## src/rtl/shiftreg_sequencer_if.sv

```systemverilog
// Requester handshake and shift-register control bundle for shiftreg_sequencer.
// master: the sequencer side; slave: the requesters plus the register harness.
interface shiftreg_sequencer_if #(
  parameter int WIDTH = 4
);
  logic             VALID0;
  logic [WIDTH-1:0] DATA0;
  logic             READY0;
  logic             VALID1;
  logic [WIDTH-1:0] DATA1;
  logic             READY1;
  logic             ENB;
  logic             DIR;
  logic [1:0]       MODO;
  logic [WIDTH-1:0] D;
  logic             S_IN;
  logic             BIT_VALID;
  logic             GNT_ID;
  logic             BUSY;

  modport master (
    input  VALID0, DATA0, VALID1, DATA1,
    output READY0, READY1, ENB, DIR, MODO, D, S_IN, BIT_VALID, GNT_ID, BUSY
  );

  modport slave (
    output VALID0, DATA0, VALID1, DATA1,
    input  READY0, READY1, ENB, DIR, MODO, D, S_IN, BIT_VALID, GNT_ID, BUSY
  );
endinterface

```

## src/rtl/shiftreg_sequencer.sv

```systemverilog
// Round-robin word sequencer for a universal shift register: grants one of two
// requesters, parallel-loads the word, then shifts it out over WIDTH cycles.
module shiftreg_sequencer #(
  parameter int   WIDTH   = 4,
  parameter bit   SHIFT_R = 1'b0,
  parameter logic FILL    = 1'b0
) (
  input  logic                  CLK,
  input  logic                  RESET_L,
  shiftreg_sequencer_if.master  bus
);

  localparam int CW = (WIDTH > 1) ? $clog2(WIDTH) : 1;
  localparam logic [CW-1:0] LAST = CW'(WIDTH - 1);

  typedef enum logic [1:0] {IDLE, LOAD, SHIFT} state_e;

  state_e           state_q;
  logic [CW-1:0]    cnt_q;
  logic             pri_q;
  logic             gnt_q;
  logic             enb_q;
  logic             bv_q;
  logic             busy_q;
  logic [1:0]       modo_q;
  logic [WIDTH-1:0] d_q;

  logic             acc, g, rdy0, rdy1, xfer;
  logic [WIDTH-1:0] word_d;

  // Accept window and arbitration; READY is held low while reset is asserted.
  always_comb begin
    acc    = RESET_L && ((state_q == IDLE) || ((state_q == SHIFT) && (cnt_q == LAST)));
    g      = (bus.VALID0 && bus.VALID1) ? pri_q : bus.VALID1;
    rdy0   = acc && bus.VALID0 && !g;
    rdy1   = acc && bus.VALID1 && g;
    xfer   = rdy0 || rdy1;
    word_d = g ? bus.DATA1 : bus.DATA0;
  end

  // Sequencer FSM with registered register-control outputs.
  always_ff @(posedge CLK or negedge RESET_L) begin
    if (!RESET_L) begin
      state_q <= IDLE;
      cnt_q   <= '0;
      pri_q   <= 1'b0;
      gnt_q   <= 1'b0;
      enb_q   <= 1'b0;
      bv_q    <= 1'b0;
      busy_q  <= 1'b0;
      modo_q  <= 2'b00;
      d_q     <= '0;
    end else if (xfer) begin
      // Granted word goes straight onto D for the one-cycle parallel load.
      state_q <= LOAD;
      cnt_q   <= '0;
      pri_q   <= ~g;
      gnt_q   <= g;
      d_q     <= word_d;
      enb_q   <= 1'b1;
      modo_q  <= 2'b10;
      bv_q    <= 1'b0;
      busy_q  <= 1'b1;
    end else begin
      case (state_q)
        LOAD: begin
          state_q <= SHIFT;
          cnt_q   <= '0;
          enb_q   <= 1'b1;
          modo_q  <= 2'b01;
          bv_q    <= 1'b1;
          busy_q  <= 1'b1;
        end
        SHIFT: begin
          if (cnt_q == LAST) begin
            state_q <= IDLE;
            cnt_q   <= '0;
            enb_q   <= 1'b0;
            modo_q  <= 2'b00;
            bv_q    <= 1'b0;
            busy_q  <= 1'b0;
          end else begin
            cnt_q   <= cnt_q + 1'b1;
          end
        end
        default: begin
          state_q <= IDLE;
          enb_q   <= 1'b0;
          modo_q  <= 2'b00;
          bv_q    <= 1'b0;
          busy_q  <= 1'b0;
        end
      endcase
    end
  end

  assign bus.READY0    = rdy0;
  assign bus.READY1    = rdy1;
  assign bus.ENB       = enb_q;
  assign bus.DIR       = SHIFT_R;
  assign bus.MODO      = modo_q;
  assign bus.D         = d_q;
  assign bus.S_IN      = FILL;
  assign bus.BIT_VALID = bv_q;
  assign bus.GNT_ID    = gnt_q;
  assign bus.BUSY      = busy_q;

endmodule
```

## src/flat_wrapper.sv

```systemverilog
// flat-port wrapper written by rule: the top's interface ports become plain ports
module shiftreg_sequencer_flat 
#(
  parameter int   WIDTH   = 4,
  parameter bit   SHIFT_R = 1'b0,
  parameter logic FILL    = 1'b0
)
  (CLK, RESET_L, bus_VALID0, bus_DATA0, bus_VALID1, bus_DATA1, bus_READY0, bus_READY1, bus_ENB, bus_DIR, bus_MODO, bus_D, bus_S_IN, bus_BIT_VALID, bus_GNT_ID, bus_BUSY);
  shiftreg_sequencer_if #(.WIDTH(WIDTH)) bus_i ();
  input  logic CLK;
  input  logic RESET_L;
  input wire logic [$bits(bus_i.VALID0)-1:0] bus_VALID0;
  input wire logic [$bits(bus_i.DATA0)-1:0] bus_DATA0;
  input wire logic [$bits(bus_i.VALID1)-1:0] bus_VALID1;
  input wire logic [$bits(bus_i.DATA1)-1:0] bus_DATA1;
  output wire logic [$bits(bus_i.READY0)-1:0] bus_READY0;
  output wire logic [$bits(bus_i.READY1)-1:0] bus_READY1;
  output wire logic [$bits(bus_i.ENB)-1:0] bus_ENB;
  output wire logic [$bits(bus_i.DIR)-1:0] bus_DIR;
  output wire logic [$bits(bus_i.MODO)-1:0] bus_MODO;
  output wire logic [$bits(bus_i.D)-1:0] bus_D;
  output wire logic [$bits(bus_i.S_IN)-1:0] bus_S_IN;
  output wire logic [$bits(bus_i.BIT_VALID)-1:0] bus_BIT_VALID;
  output wire logic [$bits(bus_i.GNT_ID)-1:0] bus_GNT_ID;
  output wire logic [$bits(bus_i.BUSY)-1:0] bus_BUSY;
  assign bus_i.VALID0 = bus_VALID0;
  assign bus_i.DATA0 = bus_DATA0;
  assign bus_i.VALID1 = bus_VALID1;
  assign bus_i.DATA1 = bus_DATA1;
  assign bus_READY0 = bus_i.READY0;
  assign bus_READY1 = bus_i.READY1;
  assign bus_ENB = bus_i.ENB;
  assign bus_DIR = bus_i.DIR;
  assign bus_MODO = bus_i.MODO;
  assign bus_D = bus_i.D;
  assign bus_S_IN = bus_i.S_IN;
  assign bus_BIT_VALID = bus_i.BIT_VALID;
  assign bus_GNT_ID = bus_i.GNT_ID;
  assign bus_BUSY = bus_i.BUSY;
  shiftreg_sequencer #(.WIDTH(WIDTH), .SHIFT_R(SHIFT_R), .FILL(FILL)) u_core (.CLK(CLK), .RESET_L(RESET_L), .bus(bus_i));
endmodule
```

## config.mk

```make
export PLATFORM = sky130hd
export DESIGN_NAME = shiftreg_sequencer_flat
export DESIGN_NICKNAME = d
export VERILOG_FILES = /design/src/rtl/shiftreg_sequencer_if.sv /design/src/rtl/shiftreg_sequencer.sv /design/src/flat_wrapper.sv
export SDC_FILE = /design/constraint.sdc
export NUM_CORES = 1
export LEC_CHECK = 0
export CAP_MARGIN = 20
export CORE_MARGIN = 5
export CORE_UTILIZATION = 40
export CTS_CLUSTER_DIAMETER = 60
export CTS_CLUSTER_SIZE = 14
export DETAILED_ROUTE_END_ITERATION = 8
export MAX_ROUTING_LAYER = met4
export PLACE_DENSITY = 0.76
export SYNTH_ARGS = -nofsm -noshare
export SYNTH_HDL_FRONTEND = slang
export SYNTH_SLANG_ARGS = --single-unit
```

## constraint.sdc

```tcl
create_clock -name CLK -period 1.7 [get_ports CLK]
set_clock_uncertainty 0.15 [all_clocks]
set_input_delay 0.34 -clock CLK [delete_from_list [all_inputs] [get_ports CLK]]
set_output_delay 0.34 -clock CLK [all_outputs]
set_load 0.05 [all_outputs]
```

-- Word level (Yosys, flattened, before mapping)
Index checks and enable logic that the tools add are counted.
- $add $sub $neg: 1
- equality and inequality tests: 4
- mux-type cells: 14
- bitwise logic cells: 1
- reduce and logical (&&, ||, !) cells: 12
- operators by type and width (operator ; count):
    2-bit case mux with 2 select lines ; 3
    2-bit 2-to-1 mux ; 5
    1-bit logical AND ; 7
    2-bit equality test, second input constant ; 2
    1-bit 2-to-1 mux ; 4
    4-bit 2-to-1 mux ; 1
    3-bit by 2-bit inequality test with 1-bit output, second input constant ; 1
    3-bit nonzero test ; 1
    2-bit by 1-bit adder with 2-bit output, second input constant ; 1
    2-bit by 1-bit equality test with 1-bit output, second input constant ; 1
    2-bit logical NOT ; 1
    1-bit logical OR ; 2
    1-bit case mux with 2 select lines ; 1
    1-bit logical NOT ; 1
    1-bit NOT ; 1
- flip-flop bits (word level): 14

-- Longest topological paths before layout
- depth after elaboration: 8
- depth in mapped cells: 5
- gate-level depth less buffers: 5

-- Worst setup path before layout
OpenSTA, ideal clock, no wires.
- path type: register to output
- start: register, netlist name u_core.bus.MODO[0]
- end: output port bus_READY1
- arrival time: 2.267 ns
- path slack: -1.057 ns
- cell stages (with the launch flop): 5
- buffers on the path: 0
- path through: dfrtp_1 -> ha_1 -> a21o_1 -> nand2_1 -> nor3_1
- RTL lines (item ; RTL line ; RTL):
    end: declaration ; flat_wrapper.sv:17 ; output wire logic [$bits(bus_i.READY1)-1:0] bus_READY1;

-- Final worst setup path
- start: register u_core.state_q[0]
- end: output port bus_READY1
- longest elaborated chain between the ends: 6
- elaborated cells between the ends (all ways): 7
- ends and longest elaborated chain (item ; RTL line ; RTL):
    start: declaration ; shiftreg_sequencer.sv:18 ; state_e state_q;
    start signal: assignment ; shiftreg_sequencer.sv:44 ; state_q <= IDLE;
    start signal: assignment ; shiftreg_sequencer.sv:55 ; state_q <= LOAD;
    start signal: assignment ; shiftreg_sequencer.sv:67 ; state_q <= SHIFT;
    2-bit equality test ; shiftreg_sequencer.sv:33 ; acc = RESET_L && ((state_q == IDLE) || ((state_q == SHIFT) && (cnt_q == LAST)));
    1-bit logical AND ; shiftreg_sequencer.sv:33 ;
    1-bit logical OR (*) ; shiftreg_sequencer.sv:33 ;
    1-bit logical AND (*) ; shiftreg_sequencer.sv:33 ;
    1-bit logical AND (*) (2 in series) ; shiftreg_sequencer.sv:36 ; rdy1 = acc && bus.VALID1 && g;
Mark *: on every way between the ends. The rest lies on a longest branch, timed or not.

==> metrics.yaml <==
worst_setup_path:
  cp-end-kind: "output pin"
  worstPathRequired_ns: 1.21
  max_stage_delay_ns: 0.43
  path_cells: "inv_4, ha_4, a21o_1, nand2_2, nor3_4, buf_12"
  reg2reg_slack_ns: -0.01
  critical_path_class: "reg2out"
  crit_arrival_ns: 1.54
  worst_path_max_delay_cell: "dfrtp_2"
  regToRegEndpoint: "u_core.bus.GNT_ID$_DFFE_PN0P_"
  r2r_cells: 6
  rr_startpoint: "u_core.cnt_q[0]$_DFFE_PN0P_"
  worstSetupStartpointType: "flop"
  cp_max_fo: 3
logic_synthesis:
  synth.avg_cell_area_um2: 10.8
  ys_types: 26
  syn-cell-area_um2: 617
  ys_async_sr_fraction: 1.00
  yosysMostFrequentCell: "dfrtp_1"
  synth_top_area_frac: 0.446
  synth_top_area_cell: "dfrtp_1"
  ys_warn_count: 0
  netlist_instances: 57
  ys_seq_area_frac: 0.446
  ys.flop_type: "dfrtp_1"
  yosys-top-cells-area: "dfrtp_1 (45%), ha_1 (8.1%), a2bb2oi_1 (5.7%), o32ai_1 (5.7%), buf_4 (4.9%)"
  synth_edf_count: 0
  synth-seq-cells: 11
pwr:
  p_int_uw: 1320
  irDropWorstVdd_mv: 1.23
  p_leak_uw: 0.000506
  powerDensity_nw_per_um2: 2070
  switching_share: 0.456
  switchingPower_uw: 1110
  p_comb_frac: 0.707
  sequentialPowerShare: 0.217
  pwr-share-clk: 0.076
cts:
  clkLatencyLatePin_ns: 0.27
  cts_root_buf: "clkbuf_4"
  clockBufferDepth: 2
  cts_buffers: 3
  h-tree-depth: 1
  cts_tree: "built"
  clock_sinks: 11
  ctsHoldBuffers: 0
  path_clk_slew_ns: 0.07
floorplan:
  rows: 14
  die_h_um: 49.3
  coreArea_um2: 1490
  ioPinCount: 26
  die_area_um2: 2430
  start_util: 0.414
  die-width_um: 49.3
global_routing:
  grt_usage: 0.185
  antenna_found_initial: 0
  grt_max_degree: 16
  first_global_vias: 647
  grt_pass1_wl_um: 3330
  overflow: 0
route:
  first_pass_iters: 4
  ant_nets: 0
  finalWirelength_um: 2230
  detail_route.wl_per_cell_um: 20.1
  drt_iter0_markers: 6
  vias: 628
  drt-vias-per-instance: 5.66
  route.detailed.drc: 0
placed_design:
  gp_congestion: 0.833
  dp_hpwl_um: 1410
  placed_cells: 104
  port_buffers: 23
  pre_cts_ws_ns: -0.184
timing:
  fin_ws_ns: -0.325
  fin_crit_ns: 2.03
  finalHoldViolCount: 0
  fmax_mhz: 494
  period_share: 1.19
  slew_viol_final: 0
  rsz0062_at_grt: "true"
  holdWs_ns: 0.286
  setup_viol: 3
  fin_setup_tns_ns: -0.650
job:
  cap_violations: 0
hold_path:
  min_path_type: "in2async"
cells_and_area:
  num-fill-cells: 76
  syn_to_final_growth_pct: 90.3
  utilization: 0.788
  drive_above_1_share: 0.526
  nets: 112
  diodes: 0
  fin_cells: 111
status:
  status: "finished with violations"
  violations: "setup timing"
## per-layer routing
metal,GRT usage,vias to the layer above,wire length [µm]
met4,0.0987,0,30
met2,0.283,25,1220
met1,0.231,319,872
met5,-,-,0
met3,0.0306,5,113
li1,-,279,-
## layout by cell type, fill, tap and decap left out, types with 2 or more instances in the layout
cell type | Yosys | final
buf_4 | 4 | 14
buf_12 | 0 | 12
clkdlybuf4s50_1 | 0 | 11
dfrtp_1 | 11 | 9
o32ai_1 | 4 | 4
a2bb2oi_2 | 0 | 4
a21oi_1 | 4 | 3
clkbuf_4 | 0 | 3
a21o_1 | 2 | 2
mux2i_1 | 2 | 2
nand2b_1 | 2 | 2
ha_4 | 0 | 2
conb_1 | 1 | 2
dfrtp_2 | 0 | 2
## stage by stage
| step | area, µm² | power [µW] |
|---|---|---|
| after floorplan | 652 | 1290 |
| after global placement | 1070 | 2010 |
| after detailed placement | 1070 | 2050 |
| after CTS | 1130 | 2300 |
| after global routing | 1170 | 2550 |
| final | 1170 | 2430 |
## worst max-delay path by stage
| stage | end | slack [ns] | start |
|---|---|---|---|
| detailed placement | u_core.bus.D[2]$_DFFE_PN0P_ | -0.18 | RESET_L |
| finish | bus_READY1 | -0.33 | u_core.state_q[0]$_DFFE_PN0P_ |
| global placement | bus_READY0 | -0.15 | bus_VALID0 |
| global route | bus_READY1 | -0.37 | u_core.state_q[0]$_DFFE_PN0P_ |
| floorplan | bus_READY1 | -0.27 | u_core.state_q[0]$_DFFE_PN0P_ |
| CTS | bus_READY1 | -0.27 | u_core.state_q[0]$_DFFE_PN0P_ |
## power groups by stage
stage	Sequential (µW)	Combinational [µW]	Clock (µW)
final	528	1720	186
after global routing	544	1800	203
after CTS	513	1600	187
after detailed placement	512	1540	0
after global placement	510	1500	0
after floorplan	770	519	0
## what timing repair did
| action | CTS | global route |
|---|---|---|
| cloned | 0 | 0 |
| pin swaps | 4 | 0 |
| setup buffers | 2 | 1 |
| resized for setup | 3 | 9 |
| setup endpoints to repair | 2 | 10 |
## logic make-up (layout without fill, tap and decap cells)
group	after synthesis	count (layout)	share of synthesized area
and+or+nand+nor	13	13	0.140
other	1	2	0.00608
adders and majority gates	4	4	0.0811
muxes	2	2	0.0325
buffers and inverters	7	44	0.0669
DFF	11	11	0.446
AOI/OAI and AO/OA	19	19	0.227
## worst max-delay path, delay by kind of cell, from the launching register on
| family | cells | cell delay [ns] |
|---|---|---|
| AO/OA/AOI/OAI | 1 | 0.15 |
| adder cells (fa/ha/maj) | 1 | 0.14 |
| buffers and inverters | 2 | 0.25 |
| flip-flops | 1 | 0.43 |
| AND/OR/NAND/NOR | 2 | 0.27 |
## state kept, by name (all words and copies together), names as in the netlist
register / flops
u_core.bus.MODO: 1
u_core.pri_q: 1
u_core.bus.GNT_ID: 1
u_core.bus.BUSY: 1
u_core.state_q: 1
u_core.cnt_q: 2
u_core.bus.D: 4
## final cells by class
cell class	instances	area [µm²]	area share
clock buffers	4	26.3	0.0224
inverters	3	13.8	0.0117
multi-input cells	40	380	0.324
flip-flops and latches	11	278	0.237
well taps	16	20.0	0.0171
repair buffers	37	455	0.388
(Power assumes the default switching activity.)
